<file path="config.mk">
export PLATFORM = sky130hd
export DESIGN_NAME = i2c_bus_arbiter_flat
export DESIGN_NICKNAME = d
export VERILOG_FILES = /design/src/rtl/i2c_bus_arbiter_if.sv /design/src/rtl/i2c_bus_arbiter.sv /design/src/flat_wrapper.sv
export SDC_FILE = /design/constraint.sdc
export NUM_CORES = 1
export LEC_CHECK = 0
export CAP_MARGIN = 20
export CORE_UTILIZATION = 44
export CTS_BUF_LIST = sky130_fd_sc_hd__clkbuf_4
export DETAILED_ROUTE_END_ITERATION = 16
export MAX_ROUTING_LAYER = met4
export PLACE_DENSITY = 0.8
export SYNTH_ARGS = -nofsm -noshare
export SYNTH_HDL_FRONTEND = slang
export SYNTH_SLANG_ARGS = --single-unit
</file>
<file path="constraint.sdc">
create_clock -name clk -period 2.54 [get_ports clk]
set_input_delay 0.381 -clock clk [delete_from_list [all_inputs] [get_ports clk]]
set_output_delay 0.381 -clock clk [all_outputs]
set_load 0.03 [all_outputs]
</file>
<file path="src/rtl/i2c_bus_arbiter_if.sv">
// i2c_bus_arbiter_if: requester and I2C-master signals of the bus arbiter
interface i2c_bus_arbiter_if #(
    parameter int N_REQ = 3
);
    logic [N_REQ-1:0]   req;
    logic [N_REQ-1:0]   lock;
    logic [7*N_REQ-1:0] dev_addr_in;
    logic [8*N_REQ-1:0] wdata_in;
    logic [N_REQ-1:0]   rd_in;
    logic [N_REQ-1:0]   gnt;
    logic [N_REQ-1:0]   done_out;
    logic [N_REQ-1:0]   timeout_err;
    logic [7:0]         rdata;
    logic               ack_out;
    logic               m_start;
    logic [6:0]         m_device_addr;
    logic [7:0]         m_write_data;
    logic               m_read_req;
    logic               m_done;
    logic [7:0]         m_read_data;
    logic               m_ack;

    modport master (
        input  req, lock, dev_addr_in, wdata_in, rd_in, m_done, m_read_data, m_ack,
        output gnt, done_out, timeout_err, rdata, ack_out,
               m_start, m_device_addr, m_write_data, m_read_req
    );

    modport slave (
        output req, lock, dev_addr_in, wdata_in, rd_in, m_done, m_read_data, m_ack,
        input  gnt, done_out, timeout_err, rdata, ack_out,
               m_start, m_device_addr, m_write_data, m_read_req
    );
endinterface

</file>
<file path="src/rtl/i2c_bus_arbiter.sv">
// i2c_bus_arbiter: round-robin sharing of one I2C master with lock bursts and watchdog
module i2c_bus_arbiter #(
    parameter int N_REQ     = 3,
    parameter int TIMEOUT   = 200000,
    parameter int MAX_BURST = 16
) (
    input logic               clk,
    input logic               rst,
    i2c_bus_arbiter_if.master bus
);
    localparam int IW = $clog2(N_REQ);
    localparam int TW = $clog2(TIMEOUT + 1);
    localparam int BW = $clog2(MAX_BURST + 1);

    typedef enum logic [1:0] {IDLE, ISSUE, WAIT, RESP} state_t;

    state_t         state_q, state_d;
    logic [IW-1:0]  owner_q, owner_d;
    logic [IW-1:0]  ptr_q, ptr_d;
    logic [6:0]     addr_q, addr_d;
    logic [7:0]     wdata_q, wdata_d;
    logic           rd_q, rd_d;
    logic [BW-1:0]  burst_q, burst_d;
    logic [TW-1:0]  timer_q, timer_d;
    logic           to_q, to_d;
    logic [7:0]     rdata_q, rdata_d;
    logic           ack_q, ack_d;
    logic           found;
    logic [IW-1:0]  sel;
    logic [IW-1:0]  src;
    logic [N_REQ-1:0] onehot;

    // Round-robin search: first requester after ptr, wrapping
    always_comb begin
        found = 1'b0;
        sel   = ptr_q;
        for (int k = 1; k <= N_REQ; k++) begin
            if (!found && bus.req[IW'((int'(ptr_q) + k) % N_REQ)]) begin
                found = 1'b1;
                sel   = IW'((int'(ptr_q) + k) % N_REQ);
            end
        end
    end

    // Fields come from the winner on arbitration, from the owner on relatch
    assign src    = (state_q == IDLE) ? sel : owner_q;
    assign onehot = {{(N_REQ-1){1'b0}}, 1'b1} << owner_q;

    // Next-state logic: arbitration, issue, watchdog wait and burst continuation
    always_comb begin
        state_d = state_q;
        owner_d = owner_q;
        ptr_d   = ptr_q;
        addr_d  = addr_q;
        wdata_d = wdata_q;
        rd_d    = rd_q;
        burst_d = burst_q;
        timer_d = timer_q;
        to_d    = to_q;
        rdata_d = rdata_q;
        ack_d   = ack_q;
        case (state_q)
            IDLE: begin
                if (found) begin
                    owner_d = sel;
                    addr_d  = bus.dev_addr_in[7*src +: 7];
                    wdata_d = bus.wdata_in[8*src +: 8];
                    rd_d    = bus.rd_in[src];
                    burst_d = BW'(1);
                    state_d = ISSUE;
                end
            end
            ISSUE: begin
                timer_d = '0;
                to_d    = 1'b0;
                state_d = WAIT;
            end
            WAIT: begin
                if (bus.m_done) begin
                    rdata_d = bus.m_read_data;
                    ack_d   = bus.m_ack;
                    state_d = RESP;
                end else if (timer_q == TW'(TIMEOUT - 1)) begin
                    ack_d   = 1'b0;
                    to_d    = 1'b1;
                    state_d = RESP;
                end else begin
                    timer_d = timer_q + 1'b1;
                end
            end
            RESP: begin
                if (bus.lock[owner_q] && bus.req[owner_q] && burst_q < BW'(MAX_BURST)) begin
                    addr_d  = bus.dev_addr_in[7*src +: 7];
                    wdata_d = bus.wdata_in[8*src +: 8];
                    rd_d    = bus.rd_in[src];
                    burst_d = burst_q + 1'b1;
                    state_d = ISSUE;
                end else begin
                    ptr_d   = owner_q;
                    state_d = IDLE;
                end
            end
            default: state_d = IDLE;
        endcase
    end

    // State and datapath registers; ptr starts at the last requester so 0 wins first
    always_ff @(posedge clk or negedge rst) begin
        if (!rst) begin
            state_q <= IDLE;
            owner_q <= '0;
            ptr_q   <= IW'(N_REQ - 1);
            addr_q  <= '0;
            wdata_q <= '0;
            rd_q    <= 1'b0;
            burst_q <= '0;
            timer_q <= '0;
            to_q    <= 1'b0;
            rdata_q <= '0;
            ack_q   <= 1'b0;
        end else begin
            state_q <= state_d;
            owner_q <= owner_d;
            ptr_q   <= ptr_d;
            addr_q  <= addr_d;
            wdata_q <= wdata_d;
            rd_q    <= rd_d;
            burst_q <= burst_d;
            timer_q <= timer_d;
            to_q    <= to_d;
            rdata_q <= rdata_d;
            ack_q   <= ack_d;
        end
    end

    assign bus.gnt           = (state_q != IDLE) ? onehot : '0;
    assign bus.done_out      = (state_q == RESP) ? onehot : '0;
    assign bus.timeout_err   = (state_q == RESP && to_q) ? onehot : '0;
    assign bus.rdata         = rdata_q;
    assign bus.ack_out       = ack_q;
    assign bus.m_start       = (state_q == ISSUE);
    assign bus.m_device_addr = addr_q;
    assign bus.m_write_data  = wdata_q;
    assign bus.m_read_req    = rd_q;
endmodule

</file>
<file path="src/flat_wrapper.sv">
// flat-port wrapper written by rule: the top's interface ports become plain ports
module i2c_bus_arbiter_flat 
#(
    parameter int N_REQ     = 3,
    parameter int TIMEOUT   = 200000,
    parameter int MAX_BURST = 16
)
  (clk, rst, bus_req, bus_lock, bus_dev_addr_in, bus_wdata_in, bus_rd_in, bus_m_done, bus_m_read_data, bus_m_ack, bus_gnt, bus_done_out, bus_timeout_err, bus_rdata, bus_ack_out, bus_m_start, bus_m_device_addr, bus_m_write_data, bus_m_read_req);
  i2c_bus_arbiter_if #(.N_REQ(N_REQ)) bus_i ();
  input logic clk;
  input logic rst;
  input wire logic [$bits(bus_i.req)-1:0] bus_req;
  input wire logic [$bits(bus_i.lock)-1:0] bus_lock;
  input wire logic [$bits(bus_i.dev_addr_in)-1:0] bus_dev_addr_in;
  input wire logic [$bits(bus_i.wdata_in)-1:0] bus_wdata_in;
  input wire logic [$bits(bus_i.rd_in)-1:0] bus_rd_in;
  input wire logic [$bits(bus_i.m_done)-1:0] bus_m_done;
  input wire logic [$bits(bus_i.m_read_data)-1:0] bus_m_read_data;
  input wire logic [$bits(bus_i.m_ack)-1:0] bus_m_ack;
  output wire logic [$bits(bus_i.gnt)-1:0] bus_gnt;
  output wire logic [$bits(bus_i.done_out)-1:0] bus_done_out;
  output wire logic [$bits(bus_i.timeout_err)-1:0] bus_timeout_err;
  output wire logic [$bits(bus_i.rdata)-1:0] bus_rdata;
  output wire logic [$bits(bus_i.ack_out)-1:0] bus_ack_out;
  output wire logic [$bits(bus_i.m_start)-1:0] bus_m_start;
  output wire logic [$bits(bus_i.m_device_addr)-1:0] bus_m_device_addr;
  output wire logic [$bits(bus_i.m_write_data)-1:0] bus_m_write_data;
  output wire logic [$bits(bus_i.m_read_req)-1:0] bus_m_read_req;
  assign bus_i.req = bus_req;
  assign bus_i.lock = bus_lock;
  assign bus_i.dev_addr_in = bus_dev_addr_in;
  assign bus_i.wdata_in = bus_wdata_in;
  assign bus_i.rd_in = bus_rd_in;
  assign bus_i.m_done = bus_m_done;
  assign bus_i.m_read_data = bus_m_read_data;
  assign bus_i.m_ack = bus_m_ack;
  assign bus_gnt = bus_i.gnt;
  assign bus_done_out = bus_i.done_out;
  assign bus_timeout_err = bus_i.timeout_err;
  assign bus_rdata = bus_i.rdata;
  assign bus_ack_out = bus_i.ack_out;
  assign bus_m_start = bus_i.m_start;
  assign bus_m_device_addr = bus_i.m_device_addr;
  assign bus_m_write_data = bus_i.m_write_data;
  assign bus_m_read_req = bus_i.m_read_req;
  i2c_bus_arbiter #(.N_REQ(N_REQ), .TIMEOUT(TIMEOUT), .MAX_BURST(MAX_BURST)) u_core (.clk(clk), .rst(rst), .bus(bus_i));
endmodule
</file>
==> results.md, run 1 <==
- Pwr dens: 1340 nW/um2
- Placeable Area: 7410 um2
- Vias/cell: 5.69
- Largest fanout on the critical path: 8
- CTS tree: done
- Final Skew: 0.0152 ns
- Avg Cell Area, Syn: 9.09 um2
- I/O Buffers: 100
- Post-synth EDFFs: 0
- Grt ovf: 0
- Gpl congestion: 0.844
- Failing checks: negative setup slack
- Post-synth ARST share: 100%
- Final setup violation count: 16
- FMAX: 0.369 GHz
- Yosys reg bits: 55
- Starting Density: 46.3%
- Fillcell total: 556
- Top cells by area, synth: dfrtp_1 (39%), nor3_1 (5.5%), a21oi_1 (4.4%)
- Overall Global Routing Usage: 25.5%
- Final hold violations: 0
- Die height: 90.3 um
- Worst setup path class: reg -> reg
- Largest net degree at the start of global routing: 35
- Full die area: 8150 um2
- Part of the Yosys area used for sequential elements: 40.2%
- Mapped Nets: 454
- Cell area after synthesis: 3430 um2
- Worst Hold Class: in -> async
- NetSw: 3.14 mW
- Placement Rows: 31
- Clock root buffer: clkbuf_4
- Fin crit share: 107%
- Max-slew violation count: 0
- Design Area, Final: 5090 um2
- CTS clk-pin slew, worst paths: 0.17 ns
- Syn-to-layout area delta: 48.5%
- Cells along the critical path: ha_4 -> or2_1 -> a32oi_2 -> o311ai_4 -> a221o_2 -> o22ai_1 -> nor3_1 -> a221o_1
- Setup slack after placement: -0.216 ns
- Post-synth top cells: dfrtp_1 (54), nor3_1 (38), a21oi_1 (30)
- DPL Wire Length: 7.13 mm
- Share of cells above drive strength 1: 21.7%
- Pleak: 2.22 nW
- Initial DRC Count: 203
- Gate power share: 73.2%
- Clock Path Buffers: 2
- DRT Wirelength: 9.93 mm
- Clock power share: 6.3%
- CP max-delay cell: dfstp_2
- Status: finished, violations left
- Sink Count: 55
- I/O pins: 101
- Vias in the first global route: 3553
- Via count: 3474
- Max VDD drop: 615 uV
- Max-Slew Margin vs Limit: 47.5%
- Final min period: 2.71 ns
- CTS Buf Count: 5
- Unique cell type count in the Yosys netlist: 57
- Remaining antenna violation count: 0
- Drt pass-1 iters: 4
- Internal Power: 3.69 mW
- MaxCap Viol Count: 0
- Synth Instances: 377
- Global-route wire length before repair: 16.5 mm
- PnR worst setup slack: -0.172 ns
- Worst path max stage delay: 0.62 ns
- Die width: 90.3 um
- Sw Ratio: 46.0%
- Average wire per standard cell: 16.2 um
- Final #Nets: 588
- Antenna diodes: 0
- Unrepaired setup endpoints after global routing: true
- Startpoint types: flop
- Req. time, crit path: 2.84 ns
- Area leader, netlist: dfrtp_1
- Worst slew pin tran: 0.787 ns
- Main synth FF type: dfrtp_1
- Top-count cell post-synth: dfrtp_1
- Sequential group share of total power: 20.4%
- H-tree Lvls: 2
- Synth top area share: 39.4%
- Final setup TNS: -2.40 ns
- Clk_lat worst skew: 0.40 ns
- Worst Setup End Kind: flop
- Post-DP Area: 4810 um2
- Initial antenna violation count: 0
- Ys Warns: 0
- Worst EP arrival: 3.02 ns
- # DRC: 0
## power by group through the flow
stage	sequential (mW)	combinational (mW)	clock, mW
2_1_floorplan	1.77	2.53	0
3_3_place_gp	1.39	4.39	0
3_5_place_dp	1.41	4.51	0
4_1_cts	1.39	4.68	0.441
5_1_grt	1.43	5.35	0.476
6_report	1.40	5.00	0.432
## state kept, by name, indices dropped and copies added (netlist names)
register and flops:
u_core.to_q 1, u_core.bus.ack_out 1, u_core.ptr_q 2, u_core.bus.m_read_req 1, u_core.state_q 2, u_core.bus.rdata 8, u_core.owner_q 2, u_core.timer_q 18
u_core.bus.m_write_data 8, u_core.burst_q 5, u_core.bus.m_device_addr 7
## logic make-up after synthesis
family	Yosys count	synth area share (%)
DFF	55	40.2
AOI/OAI and AO/OA	107	23.3
adders and majority gates	11	4.01
muxes	14	4.42
and+or+nand+nor	130	18.8
xor gates and xnor gates	13	3.32
buffers and inverters	47	5.91
## through the flow
stage	instances	hold WS [ns]	util [%]	power, mW
after floorplan	377	0.0854	-	4.30
after global placement	594	0.485	64.9	5.78
after detailed placement	594	0.498	64.9	5.92
after CTS	607	0.0658	66.7	6.51
after global routing	611	0.0885	68.7	7.26
final	611	0.0285	68.7	6.83
## cell type report
class                   count  area (um2)  share of cell area [%]
well taps                  99         124                    2.43
repair buffers            144        1420                    27.9
inverters                  29         109                    2.14
flip-flops and latches     55        1380                    27.1
multi-input cells         276        1990                    39.2
clock inverters             3        28.8                   0.565
clock buffers               5        37.5                   0.737
## path summary, 6_finish.rpt
check / cells past startpoint / slack (ns) / endpoint / startpoint
min in group clk: 1 / 0.53 / u_core.bus.rdata[2]$_DFFE_PN0P_ / u_core.bus.rdata[2]$_DFFE_PN0P_
min reg2reg: 1 / 0.53 / u_core.bus.rdata[2]$_DFFE_PN0P_ / u_core.bus.rdata[2]$_DFFE_PN0P_
max in group asynchronous: 2 / 1.83 / u_core.to_q$_DFFE_PN0P_ / rst
min: 1 / 0.03 / u_core.bus.m_write_data[2]$_DFFE_PN0P_ / rst
max: 8 / -0.17 / u_core.bus.m_write_data[1]$_DFFE_PN0P_ / u_core.ptr_q[1]$_DFFE_PN1P_
max reg2reg: 8 / -0.17 / u_core.bus.m_write_data[1]$_DFFE_PN0P_ / u_core.ptr_q[1]$_DFFE_PN1P_
## placed cells by master (no fill, tap or decap), types with 4 or more instances in the layout
| cell | n |
|---|---|
| or3_1 | 5 |
| dlymetal6s2s_1 | 5 |
| mux2i_1 | 4 |
| inv_1 | 27 |
| o21ai_2 | 4 |
| buf_12 | 6 |
| xor2_1 | 10 |
| a221o_1 | 10 |
| a21oi_1 | 30 |
| clkdlybuf4s50_1 | 90 |
| nor2_1 | 26 |
| nand2b_1 | 4 |
| dfrtp_1 | 52 |
| clkbuf_4 | 5 |
| a221o_2 | 7 |
| nand3_1 | 6 |
| ha_1 | 7 |
| mux2_2 | 9 |
| nor3_1 | 33 |
| buf_4 | 36 |
| o21ai_0 | 17 |
| nor3_2 | 5 |
| nand2_1 | 26 |
| nand4_1 | 7 |
| o22ai_2 | 7 |
| o22ai_1 | 9 |
## what timing repair did
item | in CTS | in global routing
gates cloned | 1 | 0
gates resized for setup | 15 | 23
setup endpoints to repair | 22 | 22
hold buffers | 0 | 0
setup buffers | 4 | 3
pin swaps | 4 | 5
## worst max-delay path: cells and delay by family, from the launching register on
family / cells / cell delay [ns]
AO/OA/AOI/OAI: 5 / 1.46
flip-flops: 1 / 0.62
AND/OR/NAND/NOR: 2 / 0.31
adder cells (fa/ha/maj): 1 / 0.22
## metal layers
metal  global-route usage [%]  wire length [um]  vias up  part of all wire [%]
met1                     30.5              4260     1660                    43
met3                     4.21               646       20                   6.5
li1                         -                 -     1641                     -
met5                        -                 0        -                     0
met4                     8.06               176        0                   1.8
met2                     44.0              4850      153                    49
Note: power is estimated with default switching activity, not from simulation.
==> run 2, diff against run 1 <==
Settings changed: PLACE_DENSITY 0.8 to 0.78.
==> results.md, run 2 (synthesized netlist as in run 1, its figures left out) <==
- Final min period: 2.71 ns (-0.00639 ns)
- Worst EP arrival: 3.01 ns (about the same)
- Status: finished, violations left
- R2r worst-path depth: 9 (+1)
- CP Launch Point: u_core.ptr_q[1]$_DFFE_PN1P_
- CP max-delay cell: dfstp_2
- Worst Setup End Kind: flop
- Startpoint types: flop
- Full die area: 8150 um2 (unchanged)
- Sink Count: 55 (unchanged)
- I/O Buffers: 100 (unchanged)
- Antenna diodes: 0 (unchanged)
- Fin crit share: 107% (-0.25 points)
- Worst setup path class: reg -> reg
- Initial DRC Count: 206 (+1.5%)
- Pleak: 2.20 nW (-1.0%)
- Gpl congestion: 0.920 (+9.0%)
- Post-DP Area: 4860 um2 (+1.1%)
- Unrepaired setup endpoints after global routing: true
- Pwr dens: 1310 nW/um2 (-2.1%)
- Placement Rows: 31 (unchanged)
- # placed instances: 601 (+1.2%)
- Syn-to-layout area delta: 45.9%
- Largest register FFs: 18 (unchanged)
- Final #Nets: 588 (unchanged)
- Clock Path Buffers: 2 (unchanged)
- Setup slack after placement: -0.137 ns (+0.0787 ns)
- CTS Buf Count: 5 (unchanged)
- Largest fanout on the critical path: 16 (+8)
- MaxCap Viol Count: 0 (unchanged)
- Via count: 3411 (-1.8%)
- PnR worst setup slack: -0.166 ns (+0.00639 ns)
- Clk_lat worst skew: 0.40 ns (about the same)
- Remaining antenna violation count: 0 (unchanged)
- Global-route wire length before repair: 16.3 mm (-0.92%)
- Starting Density: 46.3% (unchanged)
- FMAX: 0.370 GHz (+0.24%)
- Design Area, Final: 5000 um2 (-1.8%)
- Die width: 90.3 um (unchanged)
- Commonest non-fill, non-tap cell in the layout: clkdlybuf4s50_1
- # DRC: 0 (unchanged)
- Die height: 90.3 um (unchanged)
- Most flops, register: u_core.timer_q
- Max-Slew Margin vs Limit: 29.2% (-18 points)
- Design Power: 6.57 mW (-3.8%)
- DRT Wirelength: 9.82 mm (-1.1%)
- Grt ovf: 0 (unchanged)
- Share of cells above drive strength 1: 18.6% (-3.1 points)
- Req. time, crit path: 2.84 ns (about the same)
- Post-Route Utilization: 67.5% (-1.2 points)
- FF-to-FF End: u_core.bus.m_device_addr[0]$_DFFE_PN0P_
- I/O pins: 101 (unchanged)
- Overall Global Routing Usage: 25.4% (-0.15 points)
- Setup slack, reg-to-reg: -0.17 ns (about the same)
- Initial antenna violation count: 0 (unchanged)
- Failing checks: negative setup slack
- Worst r2r src: u_core.ptr_q[1]$_DFFE_PN1P_
- Max VDD drop: 854 uV (+39%)
- Drt pass-1 iters: 5 (+1)
- Vias in the first global route: 3480 (-2.1%)
- Worst Hold Class: in -> async
- Final hold slack: 0.509 ns (+0.480 ns)
- Final Skew: 0.0127 ns (-0.00253 ns)
- Most frequent cells in the layout: clkdlybuf4s50_1 (91), dfrtp_1 (52), nor3_1 (38), buf_4 (37), a21oi_1 (29)
- Cells along the critical path: ha_4 -> or2_1 -> a32oi_2 -> o311ai_4 -> buf_6 -> a221oi_4 -> a2111oi_4 -> buf_12 -> a221o_2
- H-tree Lvls: 2 (unchanged)
- Largest net degree at the start of global routing: 32 (-8.6%)
- Final setup TNS: -1.96 ns (+0.446 ns)
- CTS clk-pin slew, worst paths: 0.17 ns (about the same)
- Vias/cell: 5.58 (-1.8%)
- Placeable Area: 7410 um2 (unchanged)
- Final setup violation count: 16 (unchanged)
- Worst path max stage delay: 0.61 ns (about the same)
- CTS tree: done
- Layout Cells excl Fill: 611 (unchanged)
- Average wire per standard cell: 16.1 um (-1.1%)
- Clock root buffer: clkbuf_4
- DPL Wire Length: 7.47 mm (+4.8%)
- Critical Path End: u_core.bus.m_device_addr[0]$_DFFE_PN0P_
- Max-slew violation count: 0 (unchanged)
- Worst slew pin tran: 1.06 ns (+0.271 ns)
- Final hold violations: 0 (unchanged)
==> run 2: cell count changes in the layout (fill, tap and decap cells not counted), moves of 2 or more <==
cell	change
ha_2	-2
buf_12	-2
nor3_2	-5
ha_1	+2
o22ai_2	-7
o22ai_1	+7
clkinv_4	-2
clkinv_2	+2
nor3_1	+5
a221o_2	-2
==> run 2: power by group <==
group	internal [mW]	switching (mW)
Sequential	1.19	0.215
Clock	0.109	0.301
Combinational	2.25	2.50
Total	3.55	3.02
==> run 2: critical path: cells and delay by family (launching register included) <==
family          cells  cell delay (ns)
flops               1             0.61
compound gates      5             1.24
simple gates        1             0.23
buf+inv             2             0.32
fa+ha+maj           1             0.22
==> run 2: worst min-delay path by stage <==
stage | startpoint | end | slack [ns]
4_1_cts | rst | u_core.bus.m_device_addr[6]$_DFFE_PN0P_ | 0.53
6_report | rst | u_core.bus.m_device_addr[6]$_DFFE_PN0P_ | 0.51
3_5_place_dp | rst | u_core.bus.m_device_addr[6]$_DFFE_PN0P_ | 0.42
3_3_place_gp | rst | u_core.bus.m_device_addr[6]$_DFFE_PN0P_ | 0.42
2_1_floorplan | rst | u_core.burst_q[0]$_DFFE_PN0P_ | 0.09
5_1_grt | u_core.timer_q[0]$_DFFE_PN0P_ | u_core.timer_q[0]$_DFFE_PN0P_ | 0.55
==> run 2: area by class of cell <==
cell class | count | area (um2)
fill | 600 | 2410
multi-input combinational | 275 | 1920
timing repair buffer | 145 | 1410
sequential | 55 | 1380
tap | 99 | 124
inverter | 29 | 109
clock buffer | 5 | 37.5
clock inverter | 3 | 18.8
==> run 2: metal layers <==
layer,routed length (um),global-route usage (%)
met5,0,-
met4,123,6.85
met3,668,4.71
met2,4770,42.8
met1,4260,31.2
==> run 2: what timing repair did <==
action | in CTS | in global routing
hold endpoints to repair | 23 | 0
setup buffers | 1 | 1
pin swaps | 0 | 3
resized for setup | 8 | 12
hold buffers | 1 | 0
endpoints found under the setup margin | 22 | 22
==> run 3, diff against run 2 <==
Settings changed: TNS_END_PERCENT from default to 5.
==> results.md, run 3 (synthesized netlist as in run 1, its figures left out) <==
- I/O pins: 101 (unchanged)
- Internal Power: 3.44 mW (-3.0%)
- Full die area: 8150 um2 (unchanged)
- Final hold slack: 0.00623 ns (-0.503 ns)
- Clock root buffer: clkbuf_4
- Final hold violations: 0 (unchanged)
- Cts hold-fix bufs: 0 (-1)
- Pwr dens: 1300 nW/um2 (-0.86%)
- Status: finished, violations left
- Top delay family on crit path: compound AO/OA/AOI/OAI gates
- Setup slack after placement: -0.187 ns (-0.0498 ns)
- Startpoint types: flop
- Initial antenna violation count: 0 (unchanged)
- Clk_lat worst skew: 0.37 ns (-0.03 ns)
- Remaining antenna violation count: 0 (unchanged)
- Gate power share: 71.9% (-0.5 points)
- Commonest non-fill, non-tap cell in the layout: clkdlybuf4s50_1
- Design Area, Final: 4900 um2 (-2.0%)
- Die height: 90.3 um (unchanged)
- DPL Wire Length: 7.24 mm (-3.0%)
- R2r worst-path depth: 8 (-1)
- CTS Buf Count: 5 (unchanged)
- FMAX: 0.375 GHz (+1.4%)
- FF-to-FF End: u_core.bus.m_device_addr[6]$_DFFE_PN0P_
- Largest fanout on the critical path: 8 (-8)
- Max-slew violation count: 0 (unchanged)
- Most used cell, CP: a221o_2
- Worst Hold Class: in -> async
- PnR worst setup slack: -0.129 ns (+0.0373 ns)
- Worst slew pin tran: 1.05 ns (-0.00562 ns)
- NetSw: 2.94 mW (-2.7%)
- Most flops, register: u_core.timer_q
- DRT Wirelength: 9.66 mm (-1.6%)
- Fin crit share: 105% (-1.5 points)
- Worst EP arrival: 2.95 ns (-0.06 ns)
- Starting Density: 46.3% (unchanged)
- Unrepaired setup endpoints after global routing: true
- Vias/cell: 5.53 (-0.96%)
- # DRC: 0 (unchanged)
- Die width: 90.3 um (unchanged)
- Final setup violation count: 16 (unchanged)
- Vias in the first global route: 3326 (-4.4%)
- Post-DP Area: 4820 um2 (-0.93%)
- Final setup TNS: -1.76 ns (+0.200 ns)
- Share of cells above drive strength 1: 17.0% (-1.6 points)
- Worst r2r src: u_core.ptr_q[1]$_DFFE_PN1P_
- Placeable Area: 7410 um2 (unchanged)
- Global-route wire length before repair: 16.2 mm (-0.80%)
- Sink Count: 55 (unchanged)
- Sequential group share of total power: 21.8% (+0.5 points)
- Final min period: 2.67 ns (-0.0373 ns)
- Worst path max stage delay: 0.61 ns (about the same)
- CTS clk-pin slew, worst paths: 0.17 ns (about the same)
- Most frequent cells in the layout: clkdlybuf4s50_1 (90), dfrtp_1 (53), nor3_1 (38), buf_4 (34), a21oi_1 (30)
- Final #Nets: 582 (-1.0%)
- Drt pass-1 iters: 4 (-1)
- Syn-to-layout area delta: 43.0%
- Overall Global Routing Usage: 25.2% (-0.19 points)
- Initial DRC Count: 161 (-22%)
- Worst setup path class: reg -> reg
- CTS tree: done
- Final Skew: 0.0133 ns (+0.000640 ns)
- Max VDD drop: 649 uV (-24%)
- Req. time, crit path: 2.82 ns (-0.02 ns)
- Pleak: 2.15 nW (-2.5%)
- Max-Slew Margin vs Limit: 29.6% (+0.38 points)
- Clock power share: 6.3% (about the same)
- Largest register FFs: 18 (unchanged)
- Via count: 3345 (-1.9%)
- Average wire per standard cell: 16.0 um (-0.66%)
- Cells along the critical path: ha_4 -> or2_1 -> a32oi_2 -> o311ai_4 -> a221o_2 -> o22ai_1 -> nor3_1 -> a221o_2
- Design Power: 6.38 mW (-2.8%)
- Worst Setup End Kind: flop
- Antenna diodes: 0 (unchanged)
- Largest net degree at the start of global routing: 29 (-9.4%)
- Gpl congestion: 0.847 (-7.8%)
- Placement Rows: 31 (unchanged)
- Fillcell total: 589 (-1.8%)
- Buffers & Inverters on Critical Path: 0 (-2)
- Setup slack, reg-to-reg: -0.13 ns (+0.04 ns)
- I/O Buffers: 100 (unchanged)
- Clock Path Buffers: 2 (unchanged)
- H-tree Lvls: 2 (unchanged)
- Grt ovf: 0 (unchanged)
- Sw Ratio: 46.0% (+0.073 points)
- MaxCap Viol Count: 0 (unchanged)
- Failing checks: negative setup slack
- CP max-delay cell: dfstp_2
-- run 3: area by class of cell --
type	instances	area (um2)	area share (%)
tap	99	124	2.53
sequential	55	1380	28.1
timing repair buffer	138	1330	27.2
clock buffer	6	45.0	0.919
clock inverter	2	12.5	0.255
multi-input combinational	276	1900	38.7
inverter	29	109	2.22
-- run 3: worst max path at each step --
stage / startpoint / to / slack [ns] / depth (start not counted)
after floorplan: u_core.ptr_q[1]$_DFFE_PN1P_ / u_core.bus.m_write_data[1]$_DFFE_PN0P_ / -0.03 / 9
after global placement: bus_req[0] / u_core.bus.m_device_addr[1]$_DFFE_PN0P_ / -0.12 / 9
after detailed placement: bus_req[0] / u_core.bus.m_device_addr[6]$_DFFE_PN0P_ / -0.19 / 9
after CTS: u_core.ptr_q[1]$_DFFE_PN1P_ / u_core.bus.m_device_addr[6]$_DFFE_PN0P_ / -0.15 / 8
after global routing: u_core.ptr_q[1]$_DFFE_PN1P_ / u_core.bus.m_device_addr[6]$_DFFE_PN0P_ / -0.23 / 8
final: u_core.ptr_q[1]$_DFFE_PN1P_ / u_core.bus.m_device_addr[6]$_DFFE_PN0P_ / -0.13 / 8
-- run 3: routing by layer --
layer,share of wire [%],track usage [%],vias to the layer above
li1,-,-,1641
met5,0,-,-
met3,7.8,4.63,8
met1,44,33.6,1563
met4,1.2,4.70,0
met2,47,40.4,133
-- run 3: worst register-to-register path, cell delays in order, from the launching register on --
cell and delay, ns:
dfstp_2 0.61, ha_4 0.22, or2_1 0.24, a32oi_2 0.28, o311ai_4 0.20, a221o_2 0.49, o22ai_1 0.19, nor3_1 0.07
a221o_2 0.29
-- run 3: timing repair --
| item | CTS | global route |
|---|---|---|
| hold endpoints to repair | 0 | 0 |
| resized for setup | 5 | 11 |
| pin swaps | 3 | 2 |
| setup buffers | 1 | 0 |
| endpoints found under the setup margin | 21 | 25 |
| cloned | 0 | 1 |
-- run 3: through the flow --
stage	utilization, %	instances
global route	66.2	605
global placement	65.0	595
finish	66.2	605
CTS	65.8	604
detailed placement	65.0	595
floorplan	-	377
-- run 3: power groups by stage --
stage | Combinational (mW) | Sequential [mW] | Clock (mW)
CTS | 4.52 | 1.39 | 0.423
detailed placement | 4.51 | 1.41 | 0
finish | 4.58 | 1.39 | 0.404
floorplan | 2.53 | 1.77 | 0
global route | 4.97 | 1.43 | 0.454
global placement | 4.42 | 1.39 | 0
